===== src/rtl/button_conditioner_if.sv =====
// Button pins in, conditioned per-channel events out.
// slave is the conditioner side; master is the pin driver / event consumer.
interface button_conditioner_if #(
  parameter int N_BTN = 4
);
  logic [N_BTN-1:0] button;
  logic [N_BTN-1:0] held;
  logic [N_BTN-1:0] press;
  logic [N_BTN-1:0] rel;
  logic [N_BTN-1:0] long;
  logic [N_BTN-1:0] rpt;

  modport master (
    output button,
    input  held,
    input  press,
    input  rel,
    input  long,
    input  rpt
  );

  modport slave (
    input  button,
    output held,
    output press,
    output rel,
    output long,
    output rpt
  );
endinterface


===== src/rtl/button_conditioner.sv =====
// Multi-channel push-button conditioner: sync, debounce, press/release pulses, long-press.
// Define BTN_AUTOREPEAT_EN to compile in the per-channel auto-repeat pulse generator.
module button_conditioner #(
  parameter int N_BTN        = 4,
  parameter int ACTIVE_LOW   = 1,
  parameter int DEBOUNCE_CYC = 4,
  parameter int LONG_CYC     = 128,
  parameter int REPEAT_CYC   = 32
) (
  input  logic                 clk,
  input  logic                 rst,
  button_conditioner_if.slave  bus,
  output logic [2*N_BTN-1:0]   o_dbg_state
);

  localparam int DW = $clog2(DEBOUNCE_CYC + 1);
  localparam int HW = $clog2(LONG_CYC + 1);
  localparam logic [DW-1:0] D_LAST    = DW'(DEBOUNCE_CYC - 1);
  localparam logic [HW-1:0] HCNT_LAST = HW'(LONG_CYC - 1);
  localparam logic [HW-1:0] HCNT_MAX  = HW'(LONG_CYC);
  localparam logic          IDLE_PIN  = (ACTIVE_LOW != 0) ? 1'b1 : 1'b0;

  typedef enum logic [1:0] {
    ST_IDLE    = 2'd0,
    ST_PRESSED = 2'd1,
    ST_LONG    = 2'd2
  } state_t;

  for (genvar g = 0; g < N_BTN; g++) begin : g_ch
    logic          r_sync1, r_sync2;
    logic          r_held, r_press, r_rel, r_long;
    logic [DW-1:0] r_dcnt;
    logic [HW-1:0] r_hcnt;
    state_t        r_state;
    logic          w_s, w_settle, w_press, w_release, w_long_rise;

    assign w_s         = (ACTIVE_LOW != 0) ? ~r_sync2 : r_sync2;
    // The sample that completes DEBOUNCE_CYC consecutive disagreements commits the new level.
    assign w_settle    = (w_s != r_held) && (r_dcnt == D_LAST);
    assign w_press     = w_settle & ~r_held;
    assign w_release   = w_settle & r_held;
    assign w_long_rise = (r_state == ST_PRESSED) && !w_release && (r_hcnt == HCNT_LAST);

    always_ff @(posedge clk) begin
      if (rst) begin
        r_sync1 <= IDLE_PIN;
        r_sync2 <= IDLE_PIN;
        r_held  <= 1'b0;
        r_press <= 1'b0;
        r_rel   <= 1'b0;
        r_long  <= 1'b0;
        r_dcnt  <= '0;
        r_hcnt  <= '0;
        r_state <= ST_IDLE;
      end else begin
        r_sync1 <= bus.button[g];
        r_sync2 <= r_sync1;
        r_press <= w_press;
        r_rel   <= w_release;
        if (w_settle || (w_s == r_held)) r_dcnt <= '0;
        else                             r_dcnt <= r_dcnt + 1'b1;
        if (w_settle) r_held <= w_s;

        case (r_state)
          ST_IDLE: begin
            r_hcnt <= '0;
            r_long <= 1'b0;
            if (w_press) r_state <= ST_PRESSED;
          end
          ST_PRESSED: begin
            if (w_release) begin
              r_hcnt  <= '0;
              r_state <= ST_IDLE;
            end else begin
              r_hcnt <= r_hcnt + 1'b1;
              if (w_long_rise) begin
                r_long  <= 1'b1;
                r_state <= ST_LONG;
              end
            end
          end
          ST_LONG: begin
            // long drops on the same edge that launches the rel pulse.
            if (w_release) begin
              r_hcnt  <= '0;
              r_long  <= 1'b0;
              r_state <= ST_IDLE;
            end else if (r_hcnt != HCNT_MAX) begin
              r_hcnt <= r_hcnt + 1'b1;
            end
          end
          default: begin
            r_hcnt  <= '0;
            r_long  <= 1'b0;
            r_state <= ST_IDLE;
          end
        endcase
      end
    end

    assign bus.held[g]  = r_held;
    assign bus.press[g] = r_press;
    assign bus.rel[g]   = r_rel;
    assign bus.long[g]  = r_long;
    assign o_dbg_state[2*g +: 2] = r_state;

`ifdef BTN_AUTOREPEAT_EN
    localparam int RW = (REPEAT_CYC > 1) ? $clog2(REPEAT_CYC) : 1;
    localparam logic [RW-1:0] R_LAST = RW'(REPEAT_CYC - 1);
    logic [RW-1:0] r_rcnt;
    logic          r_rpt;

    // First pulse coincides with long rising, then one every REPEAT_CYC cycles.
    always_ff @(posedge clk) begin
      if (rst) begin
        r_rcnt <= '0;
        r_rpt  <= 1'b0;
      end else if (w_long_rise) begin
        r_rcnt <= '0;
        r_rpt  <= 1'b1;
      end else if ((r_state == ST_LONG) && !w_release) begin
        if (r_rcnt == R_LAST) begin
          r_rcnt <= '0;
          r_rpt  <= 1'b1;
        end else begin
          r_rcnt <= r_rcnt + 1'b1;
          r_rpt  <= 1'b0;
        end
      end else begin
        r_rcnt <= '0;
        r_rpt  <= 1'b0;
      end
    end

    assign bus.rpt[g] = r_rpt;
`else
    assign bus.rpt[g] = 1'b0;
`endif
  end

endmodule


===== src/flat_wrapper.sv =====
// flat-port wrapper written by rule: the top's interface ports become plain ports
module button_conditioner_flat 
#(
  parameter int N_BTN        = 4,
  parameter int ACTIVE_LOW   = 1,
  parameter int DEBOUNCE_CYC = 4,
  parameter int LONG_CYC     = 128,
  parameter int REPEAT_CYC   = 32
)
  (clk, rst, o_dbg_state, bus_button, bus_held, bus_press, bus_rel, bus_long, bus_rpt);
  button_conditioner_if #(.N_BTN(N_BTN)) bus_i ();
  input  logic clk;
  input  logic rst;
  output logic [2*N_BTN-1:0] o_dbg_state;
  input wire logic [$bits(bus_i.button)-1:0] bus_button;
  output wire logic [$bits(bus_i.held)-1:0] bus_held;
  output wire logic [$bits(bus_i.press)-1:0] bus_press;
  output wire logic [$bits(bus_i.rel)-1:0] bus_rel;
  output wire logic [$bits(bus_i.long)-1:0] bus_long;
  output wire logic [$bits(bus_i.rpt)-1:0] bus_rpt;
  assign bus_i.button = bus_button;
  assign bus_held = bus_i.held;
  assign bus_press = bus_i.press;
  assign bus_rel = bus_i.rel;
  assign bus_long = bus_i.long;
  assign bus_rpt = bus_i.rpt;
  button_conditioner #(.N_BTN(N_BTN), .ACTIVE_LOW(ACTIVE_LOW), .DEBOUNCE_CYC(DEBOUNCE_CYC), .LONG_CYC(LONG_CYC), .REPEAT_CYC(REPEAT_CYC)) u_core (.clk(clk), .rst(rst), .bus(bus_i), .o_dbg_state(o_dbg_state));
endmodule

===== config.mk =====
export PLATFORM = sky130hd
export DESIGN_NAME = button_conditioner_flat
export DESIGN_NICKNAME = d
export VERILOG_FILES = /design/src/rtl/button_conditioner_if.sv /design/src/rtl/button_conditioner.sv /design/src/flat_wrapper.sv
export SDC_FILE = /design/constraint.sdc
export NUM_CORES = 1
export LEC_CHECK = 0
export ABC_AREA = 0
export ABC_CLOCK_PERIOD_IN_PS = 5300
export CORE_AREA = 2 2 71 99
export DETAILED_ROUTE_END_ITERATION = 10
export DIE_AREA = 0 0 73 101
export PLACE_DENSITY = 0.86
export SETUP_SLACK_MARGIN = 0.1
export SKIP_CTS_REPAIR_TIMING = 1
export SYNTH_ARGS = -nofsm -noshare
export SYNTH_HDL_FRONTEND = slang
export SYNTH_SLANG_ARGS = --single-unit

===== constraint.sdc =====
create_clock -name clk -period 5.3 [get_ports clk]
set_clock_uncertainty 0.1 [all_clocks]
set_input_delay 0.795 -clock clk [delete_from_list [all_inputs] [get_ports clk]]
set_output_delay 0.795 -clock clk [all_outputs]
set_load 0.01 [all_outputs]

==> metrics, run 1 <==
top-count cell post-synth dfxtp_1; largest net degree at the start of global routing 32; Hold Crit Class flip-flop to flip-flop; Yosys top cell area share 41.6%; Hold Fails Final Rpt 0; All-Layer GR Usage 19.4%; initial antenna violation count 0; cell taking the most area after synthesis dfxtp_1; GPL Wtd Cong 0.867; Setup Crit Path Kind input port to flip-flop; WL/cell 12.7 um; Final TNS setup 0 ns; DIE HEIGHT 101 um; status complete, no violations; P&R area growth vs syn 12.0%; TritonCTS clock tree yes; RSZ-0062 raised after global routing false; post-synthesis average cell area 9.06 sq um; Detail Placement HPWL 4630 um; final setup vio count 0; DRC Markers 0; register bit count reported by yosys 76; Num CTS Buffers 9; DR pass1 iterations 4; vias in the first global route 2619; io pins 34; Clk Latency, worst-skew pair 0.36 ns; first-pass GRT wire length 11100 um; Post-synth EDFFs 0; Layout Nets 457; Remaining Overflow, GRT 0; period utilization 47.6%; Final Instance Area 4100 sq um; # rows 35; top_reg_cell synth dfxtp_1; clk sink count 76; post-synth cell types 55; Clock transition at path regs 0.08 ns; DR vias 2706; Clock Tree Root clkbuf_8; max_cap viols 0; DRT iter0 DRCs 173; Seq/Total Area, Yosys 41.6%; n_diodes 0; Initial Utilization 56.1%; startpoint class of the critical path input port; worst-margin pin slew 0.995 ns; worst vdd ir 217 uV; Achievable Freq 0.396 GHz; Tmin final 2.52 ns; DIE WIDTH 73 um; worst path arrival time 2.65 ns; Post-synth ARST share 0%; Fillers 546; Lkg Pwr 1.51 nW; Max FO, Critical Path 31; Cells after Synth 404; Syn. warnings 0; synthesized cell area 3660 sq um; layout cells sized above 1 9.35%; core area 6530 sq um; H-tree lvl count 3; Max clock buf depth 2; CP endpoint kind flip-flop; worst path required time 5.43 ns; drt total wl 6380 um; DR vias/cell 5.39; port buffer count 29; pwr dens 281 nW/um^2; post-placement cell area 3880 sq um; Die Footprint 7370 sq um; most frequent cells after synthesis dfxtp_1, nor2_1, ha_1, nand2_1, inv_1; post-route ant nets 0; Synth area leaders dfxtp_1, ha_1, nor2_1; Slew headroom 33.4%; Final Max Tran Viols 0
## worst paths after layout
path / cells after the start / to / slack (ns) / from
worst max-delay path: 4 / u_core.g_ch[3].r_hcnt[3] / 2.78 / rst
worst min-delay path: 1 / u_core.g_ch[3].r_sync2 / 0.32 / u_core.g_ch[3].r_sync1
worst max register to register: 5 / u_core.g_ch[0].r_state[0] / 3.28 / u_core.g_ch[0].r_dcnt[0]
worst min register to register: 1 / u_core.g_ch[3].r_sync2 / 0.32 / u_core.g_ch[3].r_sync1
## worst max-delay path, cell delays in order
cell and delay (ns):
clkdlybuf4s50_1 1.13, buf_4 0.33, nand3b_1 0.31, nor2_1 0.08
## cell families after synthesis
| group | synth area share (%) |
|---|---|
| AO/OA/AOI/OAI | 8.79 |
| XOR/XNOR | 5.75 |
| buffers and inverters | 7.39 |
| AND/OR/NAND/NOR | 25.4 |
| adder cells (fa/ha/maj) | 9.58 |
| flip-flops | 41.6 |
| multiplexers | 1.44 |
| other | 0.103 |
## stage by stage
step	hold WS (ns)	instances	utilization [%]	setup WS, ns	power (W)
after floorplan	0.289	407	-	3.23	0.000663
final	0.317	502	62.8	2.78	0.00115
after CTS	0.319	502	62.8	2.78	0.00116
after global routing	0.334	502	62.8	2.60	0.00120
after global placement	0.294	486	59.5	2.47	0.000681
after detailed placement	0.298	486	59.5	2.42	0.000684
## routing by layer
layer  track usage (%)  wire length, um
met5                 0                0
met4              9.97              176
met3              5.00              168
met2              32.9             3290
met1              21.9             2750
## sequential cells by signal, summed over array words and instances (netlist names)
signal	cells
u_core.g_ch.r_hcnt	32
u_core.g_ch.r_dcnt	12
u_core.g_ch.r_held	4
u_core.g_ch.r_rel	4
u_core.g_ch.r_sync1	4
u_core.g_ch.r_press	4
u_core.g_ch.r_long	4
u_core.g_ch.r_sync2	4
u_core.g_ch.r_state	8
## placed cells by master, fill, tap and decap left out, drive strengths merged, types with 6 or more instances in the layout
master,instances
clkbuf,10
inv,24
a21oi,16
or3b,6
o21ai,6
nand3,19
xor2,13
ha,28
nand2b,7
xnor2,11
nand2,26
dfxtp,76
nor2,67
or2,9
clkdlybuf4s50,29
## where the power goes
group	internal, W	switching (W)
combinational	0.0000397	0.0000406
clock	0.000265	0.000214
sequential	0.000581	0.00000957
## cell type report
type,instances,area [sq um],area share [%]
clock inverters,6,88.8,2.17
multi-input cells,282,1880,45.8
repair buffers,30,298,7.27
inverters,24,90.1,2.20
clock buffers,10,128,3.12
well taps,74,92.6,2.26
flip-flops and latches,76,1520,37.1
Note: power is estimated with default switching activity, not from simulation.
==> run 2, diff against run 1 <==
--- a/config.mk
+++ b/config.mk
@@ -6,11 +6,11 @@
 export NUM_CORES = 1
 export LEC_CHECK = 0
 export ABC_AREA = 0
-export ABC_CLOCK_PERIOD_IN_PS = 5300
-export CORE_AREA = 2 2 71 99
+export ABC_CLOCK_PERIOD_IN_PS = 2400
+export CORE_AREA = 2 2 71 100
 export DETAILED_ROUTE_END_ITERATION = 10
-export DIE_AREA = 0 0 73 101
-export PLACE_DENSITY = 0.86
+export DIE_AREA = 0 0 73 102
+export PLACE_DENSITY = 0.85
 export SETUP_SLACK_MARGIN = 0.1
 export SKIP_CTS_REPAIR_TIMING = 1
 export SYNTH_ARGS = -nofsm -noshare
==> constraint.sdc (replaced) <==
create_clock -name clk -period 2.4 [get_ports clk]
set_clock_uncertainty 0.1 [all_clocks]
set_input_delay 0.36 -clock clk [delete_from_list [all_inputs] [get_ports clk]]
set_output_delay 0.36 -clock clk [all_outputs]
set_load 0.01 [all_outputs]
==> metrics, run 2 (synthesis results as in run 1) <==
Slew headroom 57.1%; gr busiest metal met2; Setup Crit Path Kind flip-flop to flip-flop; WL/cell 12.9 um; Final Instance Area 4100 sq um; Clock Tree Root clkbuf_8; largest net degree at the start of global routing 23; DIE HEIGHT 102 um; DR vias 2727; Hold Fails Final Rpt 0; family with the most delay on the worst path simple AND/OR/NAND/NOR gates; Clock transition at path regs 0.08 ns; CP peak stage delay 0.53 ns; n_diodes 0; M1 GR Usage 21.5%; DRT iter0 DRCs 112; RSZ-0062 raised after global routing false; most common cell after layout, fill and taps aside dfxtp_1; Max FO, Critical Path 6; TritonCTS clock tree yes; Max clock buf depth 2; max reg flops 32; port buffer count 29; Clk Latency, worst-skew pair 0.34 ns; commonest non-fill, non-tap cells in the layout dfxtp_1, nor2_1, clkdlybuf4s50_1; power share of the combinational group 7.5%; DR vias/cell 5.41; Clock power frac 39.9%; Achievable Freq 0.497 GHz; Final Max Tran Viols 0; startpoint class of the critical path flip-flop; first-pass GRT wire length 11400 um; Worst path slowest cell or4b_1; largest registers u_core.g_ch.r_hcnt (32), u_core.g_ch.r_dcnt (12), u_core.g_ch.r_state (8); core area 6530 sq um; Detail Placement HPWL 4560 um; CP most frequent cell ha_1; post-route ant nets 0; Sw Share 24.1%; DIE WIDTH 73 um; worst path arrival time 2.18 ns; io pins 34; Lkg Pwr 1.51 nW; global routing usage on met3 5.92%; clk sink count 76; worst path cell trace ha_1 -> ha_1 -> or3b_2 -> or4b_1 -> o31ai_1; Fillers 531; worst path buffer plus inverter count 0; Num CTS Buffers 9; All-Layer GR Usage 19.4%; CP endpoint kind flip-flop; period utilization 83.9%; worst vdd ir 325 uV; worst-margin pin slew 0.638 ns; post-placement cell area 3890 sq um; pwr dens 606 nW/um^2; Final TNS setup 0 ns; drt total wl 6500 um; P&R area growth vs syn 12.0%; DR pass1 iterations 4; Sw Pwr 0.000598 W; initial antenna violation count 0; Layout Nets 459; status complete, no violations; GPL Wtd Cong 0.876; GR Util met2 34.2%; vias in the first global route 2769; final setup vio count 0; worst path required time 2.57 ns; layout cells sized above 1 9.77%; Top reg by flops u_core.g_ch.r_hcnt; H-tree lvl count 3; DRC Markers 0; Int Pwr 0.00188 W; Hold Crit Class flip-flop to flip-flop; Tmin final 2.01 ns; Initial Utilization 56.1%; max_cap viols 0; Die Footprint 7450 sq um; # rows 35; Remaining Overflow, GRT 0; Seq pwr share 52.6%
==> run 2: cell count changes in the layout (fill, tap and decap cells not counted) <==
cell / change
clkinv_2: -1
buf_4: +2
clkbuf_8: +1
bufinv_16: -1
clkinvlp_4: +1
==> run 2: worst reg2reg max path, stage by stage (launching register included) <==
cell	delay [ns]
dfxtp_1	0.34
ha_1	0.15
ha_1	0.22
or3b_2	0.51
or4b_1	0.53
o31ai_1	0.08
==> run 2: area by class of cell <==
class | instances | area [sq um] | share of cell area (%)
multi-input combinational | 282 | 1880 | 45.8
inverter | 24 | 90.1 | 2.20
sequential | 76 | 1520 | 37.1
tap | 74 | 92.6 | 2.26
clock buffer | 11 | 141 | 3.45
timing repair buffer | 32 | 313 | 7.63
clock inverter | 5 | 61.3 | 1.50
==> run 2: power by group through the flow <==
stage          Sequential (W)  Clock [W]  Combinational, W
2_1_floorplan         0.00133          0          0.000131
3_5_place_dp          0.00133          0          0.000182
4_1_cts               0.00130    0.00100          0.000189
5_1_grt               0.00131    0.00106          0.000213
6_report              0.00130   0.000990          0.000187
3_3_place_gp          0.00133          0          0.000175
==> run 2: routing by layer <==
layer  up-vias  wire length [um]
met5         -                 0
met3        12               257
met2        71              3250
met4         0               107
li1       1388                 -
met1      1256              2880
==> run 2: worst paths after layout <==
check	start	end	slack (ns)	cells past startpoint
max	u_core.g_ch[0].r_dcnt[0]	u_core.g_ch[0].r_state[0]	0.39	5
min	u_core.g_ch[3].r_sync1	u_core.g_ch[3].r_sync2	0.31	1
max reg2reg	u_core.g_ch[0].r_dcnt[0]	u_core.g_ch[0].r_state[0]	0.39	5
min reg2reg	u_core.g_ch[3].r_sync1	u_core.g_ch[3].r_sync2	0.31	1
==> run 2: per-stage QoR <==
stage          worst slack [ns]  cells  hold slack [ns]  total power [W]  util, %
2_1_floorplan             0.523    407            0.289          0.00146        -
3_3_place_gp              0.485    488            0.293          0.00151     59.7
3_5_place_dp              0.412    488            0.295          0.00152     59.7
4_1_cts                   0.394    504            0.315          0.00250     62.8
5_1_grt                   0.267    504            0.320          0.00258     62.8
6_report                  0.387    504            0.313          0.00248     62.8
